File: src/rtl/reg_writeback_unit.sv
// reg_writeback_unit: retires one instruction per handshake into the
// register-file write port, extending load data and flagging errors.
//
// Ports:
//   clk, rst                  clock, async active-high reset
//   wb_valid / wb_ready       accept handshake (ready only in IDLE)
//   ir, aluans, pc_plus4      retiring instruction payload
//   RegDst, MemToReg,
//   RegWrite, Link            decoded control bits
//   mem_rdata, mem_rvalid     load response (single-cycle strobe)
//   rf_we, rf_waddr, rf_wdata registered register-file write port
//   retire_cnt                committed instruction count (wraps)
//   err_align, err_timeout    sticky error flags
module reg_writeback_unit #(
  parameter int unsigned TIMEOUT = 255,
  parameter int unsigned CNT_W   = 16
) (
  input  logic             clk,
  input  logic             rst,
  input  logic             wb_valid,
  output logic             wb_ready,
  input  logic [31:0]      ir,
  input  logic [31:0]      aluans,
  input  logic [31:0]      pc_plus4,
  input  logic             RegDst,
  input  logic             MemToReg,
  input  logic             RegWrite,
  input  logic             Link,
  input  logic [31:0]      mem_rdata,
  input  logic             mem_rvalid,
  output logic             rf_we,
  output logic [4:0]       rf_waddr,
  output logic [31:0]      rf_wdata,
  output logic [CNT_W-1:0] retire_cnt,
  output logic             err_align,
  output logic             err_timeout
);

  typedef enum logic [1:0] {
    IDLE,
    WAIT_MEM,
    COMMIT
  } state_t;

  localparam logic [5:0] OP_LB  = 6'h20;
  localparam logic [5:0] OP_LH  = 6'h21;
  localparam logic [5:0] OP_LW  = 6'h23;
  localparam logic [5:0] OP_LBU = 6'h24;
  localparam logic [5:0] OP_LHU = 6'h25;

  // Last counter value before the wait is abandoned.
  localparam logic [15:0] WAIT_LAST = 16'(TIMEOUT - 1);

  state_t           state_q;
  logic [5:0]       op_q;
  logic [1:0]       addr_lo_q;
  logic [4:0]       dest_q;
  logic             we_pend_q;
  logic [15:0]      wait_q;
  logic             rf_we_q;
  logic [4:0]       rf_waddr_q;
  logic [31:0]      rf_wdata_q;
  logic [CNT_W-1:0] retire_q;
  logic             err_align_q;
  logic             err_timeout_q;

  logic [4:0]  dest_c;
  logic        is_load_c;
  logic        misalign_c;
  logic [7:0]  byte_c;
  logic [15:0] half_c;
  logic [31:0] ext_c;

  // ir bits not involved in writeback (rs, shamt/funct/imm).
  logic unused_ir;
  assign unused_ir = ^{ir[25:21], ir[10:0]};

  always_comb begin
    dest_c = RegDst ? ir[15:11] : ir[20:16];
    if (Link) dest_c = 5'd31;
  end

  assign is_load_c = MemToReg && !Link;

  always_comb begin
    misalign_c = 1'b0;
    case (ir[31:26])
      OP_LH, OP_LHU: misalign_c = aluans[0];
      OP_LW:         misalign_c = |aluans[1:0];
      default:       misalign_c = 1'b0;
    endcase
  end

  // Little-endian lane select from the latched low address bits.
  always_comb begin
    byte_c = mem_rdata[{addr_lo_q, 3'b000} +: 8];
    half_c = addr_lo_q[1] ? mem_rdata[31:16] : mem_rdata[15:0];
    ext_c  = mem_rdata;
    case (op_q)
      OP_LB:   ext_c = {{24{byte_c[7]}}, byte_c};
      OP_LBU:  ext_c = {24'h0, byte_c};
      OP_LH:   ext_c = {{16{half_c[15]}}, half_c};
      OP_LHU:  ext_c = {16'h0, half_c};
      default: ext_c = mem_rdata;
    endcase
  end

  always_ff @(posedge clk or posedge rst) begin
    if (rst) begin
      state_q       <= IDLE;
      op_q          <= 6'h0;
      addr_lo_q     <= 2'b00;
      dest_q        <= 5'd0;
      we_pend_q     <= 1'b0;
      wait_q        <= 16'd0;
      rf_we_q       <= 1'b0;
      rf_waddr_q    <= 5'd0;
      rf_wdata_q    <= 32'hcccccccc;
      retire_q      <= '0;
      err_align_q   <= 1'b0;
      err_timeout_q <= 1'b0;
    end else begin
      // Write strobe is a single-cycle pulse.
      rf_we_q <= 1'b0;
      case (state_q)
        IDLE: begin
          if (wb_valid) begin
            op_q      <= ir[31:26];
            addr_lo_q <= aluans[1:0];
            dest_q    <= dest_c;
            we_pend_q <= RegWrite && (dest_c != 5'd0);
            if (is_load_c && misalign_c) begin
              // Dropped at accept: stay ready, no memory wait.
              err_align_q <= 1'b1;
            end else if (is_load_c) begin
              wait_q  <= 16'd0;
              state_q <= WAIT_MEM;
            end else begin
              rf_we_q    <= RegWrite && (dest_c != 5'd0);
              rf_waddr_q <= dest_c;
              rf_wdata_q <= Link ? pc_plus4 : aluans;
              retire_q   <= retire_q + CNT_W'(1);
              state_q    <= COMMIT;
            end
          end
        end
        WAIT_MEM: begin
          if (mem_rvalid) begin
            rf_we_q    <= we_pend_q;
            rf_waddr_q <= dest_q;
            rf_wdata_q <= ext_c;
            retire_q   <= retire_q + CNT_W'(1);
            wait_q     <= 16'd0;
            state_q    <= COMMIT;
          end else if (wait_q == WAIT_LAST) begin
            err_timeout_q <= 1'b1;
            wait_q        <= 16'd0;
            state_q       <= IDLE;
          end else begin
            wait_q <= wait_q + 16'd1;
          end
        end
        COMMIT: begin
          state_q <= IDLE;
        end
        default: begin
          state_q <= IDLE;
        end
      endcase
    end
  end

  assign wb_ready    = (state_q == IDLE);
  assign rf_we       = rf_we_q;
  assign rf_waddr    = rf_waddr_q;
  assign rf_wdata    = rf_wdata_q;
  assign retire_cnt  = retire_q;
  assign err_align   = err_align_q;
  assign err_timeout = err_timeout_q;

endmodule

File: config.mk
export PLATFORM = sky130hd
export DESIGN_NAME = reg_writeback_unit
export DESIGN_NICKNAME = d
export VERILOG_FILES = /design/src/rtl/reg_writeback_unit.sv
export SDC_FILE = /design/constraint.sdc
export NUM_CORES = 1
export LEC_CHECK = 0
export CORE_MARGIN = 2
export CORE_UTILIZATION = 40
export DETAILED_ROUTE_END_ITERATION = 10
export PLACE_DENSITY = 0.74
export SLEW_MARGIN = 20
export SYNTH_ARGS = -nofsm -noshare
export SYNTH_HDL_FRONTEND = slang
export SYNTH_SLANG_ARGS = --single-unit
File: constraint.sdc
create_clock -name clk -period 5.7 [get_ports clk]
set_clock_uncertainty 0.05 [all_clocks]
set_input_delay 1.14 -clock clk [delete_from_list [all_inputs] [get_ports clk]]
set_output_delay 1.14 -clock clk [all_outputs]
set_load 0.02 [all_outputs]
==> impl_results.md, run 1 <==
- Area contributors post-synth: dfrtp_1, dfstp_2, nand2_1
- Commonest cells after routing, fill and taps aside: clkdlybuf4s50_1, nand2_1, dfrtp_1, nor2_1, a21oi_1
- Die height: 117 um
- Final hold vios: 0
- Commonest non-fill, non-tap cell in the layout: clkdlybuf4s50_1
- Max Cap Viol: 0
- Fin crit period: 3.18 ns
- Share of layout cells above drive strength 1: 9.27%
- Post-synth top area share: 35.4%
- Worst-path maximum fanout: 53
- CP arrival: 3.31 ns
- GR Overflow Total: 0
- Placement Cell Area: 6910 um2
- Register bit count reported by yosys: 88
- Post-Route WL: 15100 um
- Port Buffers: 176
- Asr flop ratio synth: 100%
- Fmax: 314 MHz
- Post-route ant nets: 0
- Status: complete, no violations
- Setup violators final: 0
- Grt met2 use: 38.0%
- Met1 Use GR: 29.7%
- Worst-Skew Late Latency: 0.34 ns
- Avg Synthesized Cell Area: 9.18 um2
- Placement Setup Slack: 2.17 ns
- Via count: 4722
- Post-synth EDFFs: 0
- CORE AREA: 12500 um2
- RSZ-0062 raised after global routing: no
- Largest net degree at the start of global routing: 54
- Pwr Total: 2.27 mW
- Worst-margin pin slew: 1.04 ns
- Design area: 7190 um2
- Num CTS Buffers: 9
- Layout area overhead: 41.3%
- Setup ws final: 2.52 ns
- Initial Utilization: 40.6%
- Antenna cells: 0
- Rows: 41
- Warnings, synthesis: 0
- Hold_ws: 0.422 ns
- # resized after CTS: 0
- First-pass iteration count of the detailed router: 4
- Crit path capture type: flip-flop
- Met3 usage: 6.12%
- Worst-path clk slew: 0.06 ns
- DR WL/cell: 17.1 um
- Initial drt markers: 318
- DIE AREA: 13600 um2
- GRT Overall Usage: 23.0%
- H-tree depth: 3
- Die X-Extent: 117 um
- Leading area contributor after synthesis: dfrtp_1
- Via/cell ratio: 5.34
- Register area share after synthesis: 43.7%
- Final net count: 847
- Final GP Congestion: 0.862
- Crit share post-route: 55.9%
- TritonCTS clock tree: yes
- Vias in the first global route: 4660
- Final HPWL DP: 11400 um
- Post-CTS setup buffers: 0
- Critical Path Start Type: primary input
- Critical path type: in2reg
- Fin Setup TNS: 0 ns
- CTS Root Cell: clkbuf_16
- PD cells: 316 nW/um2
- Busiest layer in global routing: met2
- Leak pwr: 2.81 nW
- CP required: 5.83 ns
- Mapped Nets: 693
- Post-Synthesis Cells: 554
- Mapped cell area: 5090 um2
- # DRC: 0
- Slew HR: 30.8%
- CTS max path bufs: 2
- Initial antenna violation count: 0
- Fin. max-slew vios: 0
- Primary FF master, synth: dfrtp_1
- CTS Hold Bufs: 0
- Hold Path Class: reg2reg
- Yosys cell types: 57
- Io pins: 193
- First-pass GRT wire length: 24000 um
- Maximum VDD drop: 0.146 mV
- # clock sinks: 88
Yosys cell counts, types with 6 or more instances:
master     count
a21oi_1       36
mux2i_1       17
nand3_1       11
inv_1         15
nor3_1         6
o21ai_1       25
a2111oi_1      9
dfrtp_1       72
a211oi_1      13
buf_2          9
xnor2_1       11
nor2_1        46
o311ai_1       7
o221ai_1      16
o21ai_0        6
dfstp_2       16
nor3b_1        7
mux2_2         8
nand4_1       13
clkbuf_1      19
nand2_1       86
nor2b_1       31
a2111oi_0      6
a211oi_2      10
path summary, 6_finish.rpt:
check | start | end | slack [ns] | cells after the start
worst min-delay path | err_timeout | err_timeout | 0.42 | 1
worst min register to register | err_timeout | err_timeout | 0.42 | 1
max in group asynchronous | rst | dest_q[4] | 3.37 | 3
worst max-delay path | wb_valid | rf_wdata[16] | 2.52 | 7
min in group asynchronous | rst | retire_cnt[13] | 1.14 | 2
worst max register to register | state_q[1] | wait_q[10] | 2.89 | 5
report_power, final:
group | switching, mW | internal (mW) | total, mW
combinational | 0.423 | 0.399 | 0.822
clock | 0.234 | 0.315 | 0.550
sequential | 0.119 | 0.783 | 0.902
total | 0.776 | 1.50 | 2.27
flip-flops by register name, summed over array words and instances (netlist names):
signal	flops
op_q	6
err_align	1
state_q	2
retire_cnt	16
wait_q	16
rf_we	1
we_pend_q	1
err_timeout	1
dest_q	5
rf_waddr	5
addr_lo_q	2
rf_wdata	32
cell type report:
type                       count  area, um2
fill                        1180       5330
multi-input combinational    413       2630
sequential                    88       2220
timing repair buffer         180       1790
clock buffer                  12        256
tap                          172        215
inverter                      16       62.6
clock inverter                 3       17.5
critical path: stages:
cell and delay, ns:
clkdlybuf4s50_1 0.54, nand2b_1 0.07, a2bb2oi_1 0.18, or2_2 0.33, buf_4 0.30, a2111oi_1 0.65, a211oi_2 0.09
stage by stage:
step	std cells	util [%]
detailed placement	869	55.2
finish	884	57.4
floorplan	554	-
global route	884	57.4
CTS	884	57.4
global placement	869	55.2
layer usage:
layer | wire (um) | up-vias
li1 | - | 2302
met1 | 6560 | 2236
met2 | 7290 | 168
met3 | 1040 | 16
met4 | 229 | 0
met5 | 0 | -
cells by family after synthesis:
family / Yosys count / synth area share, %
AO/OA/AOI/OAI: 144 / 20.9
XOR/XNOR: 16 / 2.76
adder cells (fa/ha/maj): 3 / 0.738
buffers and inverters: 53 / 4.80
flip-flops: 88 / 43.7
multiplexers: 27 / 5.56
AND/OR/NAND/NOR: 223 / 21.6
Note: power is estimated with default switching activity, not from simulation.
==> inputs of run 2 (changes only) <==
clock period = 3.15 ns   (was 5.7 ns; I/O delays follow)
==> impl_results.md, run 2 (same netlist as run 1, synthesis figures left out) <==
- CP arrival: 2.79 ns
- Max Cap Viol: 0
- Largest net degree at the start of global routing: 54
- Worst-path clk slew: 0.06 ns
- Filler Cell Count: 1150
- Internal: 2.96 mW
- Crit path capture type: flip-flop
- Post-Route WL: 15400 um
- Initial antenna violation count: 0
- TritonCTS clock tree: yes
- Status: complete, no violations
- Final GP Congestion: 0.873
- Share of layout cells above drive strength 1: 10.4%
- R2R setup slack: 0.81 ns
- Worst-Skew Late Latency: 0.34 ns
- Maximum VDD drop: 0.261 mV
- Antenna cells: 0
- Commonest cells after routing, fill and taps aside: clkdlybuf4s50_1, nand2_1, dfrtp_1, nor2_1, a21oi_1
- Critical Path Start Type: primary input
- Setup violators final: 0
- Fin crit period: 2.66 ns
- Worst-path maximum fanout: 28
- Max reg flops: 32
- Io pins: 193
- Fmax: 376 MHz
- Layout area overhead: 44.4%
- Register area: 2220 um2
- GRT Overall Usage: 23.1%
- Critical path type: in2reg
- Num CTS Buffers: 9
- CORE AREA: 12500 um2
- Final net count: 854
- Area of the multi-input gates: 2630 um2
- First-pass GRT wire length: 24200 um
- Logic pwr share: 34.8%
- Final HPWL DP: 11900 um
- Die height: 117 um
- Rows: 41
- Worst-margin pin slew: 0.940 ns
- Crit share post-route: 84.5%
- Pwr Total: 4.41 mW
- Commonest non-fill, non-tap cell in the layout: clkdlybuf4s50_1
- # resized after CTS: 0
- Port Buffers: 176
- CTS Root Cell: clkbuf_16
- PD cells: 600 nW/um2
- Reg power frac: 36.7%
- Vias in the first global route: 4692
- Leak pwr: 2.89 nW
- Die X-Extent: 117 um
- DR WL/cell: 17.2 um
- DIE AREA: 13600 um2
- CTS max path bufs: 2
- Initial drt markers: 388
- Clk pwr share: 28.5%
- # DRC: 0
- Post-route ant nets: 0
- Psw: 1.45 mW
- Hold Path Class: reg2reg
- Slew HR: 37.3%
- Switching part of the total: 32.9%
- Via count: 4836
- CP required: 3.28 ns
- Fin Setup TNS: 0 ns
- H-tree depth: 3
- Initial Utilization: 40.6%
- # clock sinks: 88
- Final hold vios: 0
- Via/cell ratio: 5.42
- Fin. max-slew vios: 0
- CTS Hold Bufs: 0
- Post-CTS setup buffers: 0
- First-pass iteration count of the detailed router: 5
- GR Overflow Total: 0
- RSZ-0062 raised after global routing: no
[run 2: through the flow]
stage                     std cells  utilization (%)  hold slack [ns]  setup slack, ns  instance area (um2)
final                           892             58.7            0.421            0.488                 7350
after global routing            892             58.7            0.444            0.293                 7350
after detailed placement        876             55.9            0.416            0.133                 6990
after floorplan                 554                -            0.391            0.218                 5090
after global placement          876             55.9            0.412            0.198                 6990
after CTS                       892             58.7            0.424            0.499                 7350
[run 2: final cells by class]
| class | count | area share (%) |
|---|---|---|
| Multi-Input combinational cell | 413 | 35.8 |
| Sequential cell | 88 | 30.3 |
| Timing Repair Buffer | 187 | 25.4 |
| Clock buffer | 10 | 3.25 |
| Tap cell | 172 | 2.93 |
| Clock inverter | 6 | 1.57 |
| Inverter | 16 | 0.852 |
[run 2: worst paths after layout]
kind / cells after the start / to / start
hold / removal: 1 / retire_cnt[15] / retire_cnt[15]
hold reg to reg: 1 / retire_cnt[15] / retire_cnt[15]
setup / recovery: 7 / rf_wdata[29] / MemToReg
max in group asynchronous: 3 / rf_wdata[15] / rst
setup reg to reg: 6 / rf_wdata[25] / addr_lo_q[1]
min in group asynchronous: 2 / retire_cnt[13] / rst
[run 2: critical path, cell delays in order]
cell and delay, ns:
clkdlybuf4s50_1 0.46, nor2b_2 0.24, a2bb2oi_1 0.41, or2_2 0.34
clkinv_2 0.39, nor2_1 0.24, a211oi_2 0.06
[run 2: power by group through the flow]
stage / clock network, mW / logic [mW] / registers, mW
global placement: 0 / 1.50 / 1.63
floorplan: 0 / 0.606 / 1.83
global route: 1.32 / 1.65 / 1.65
finish: 1.26 / 1.53 / 1.62
detailed placement: 0 / 1.54 / 1.63
CTS: 1.28 / 1.54 / 1.62
[run 2: per-layer routing]
layer	part of all wire (%)	routed length (um)	GRT usage [%]
met5	0	0	0
met4	2.6	403	8.31
met3	7.4	1130	5.55
met2	48	7420	38.8
met1	42	6410	28.9
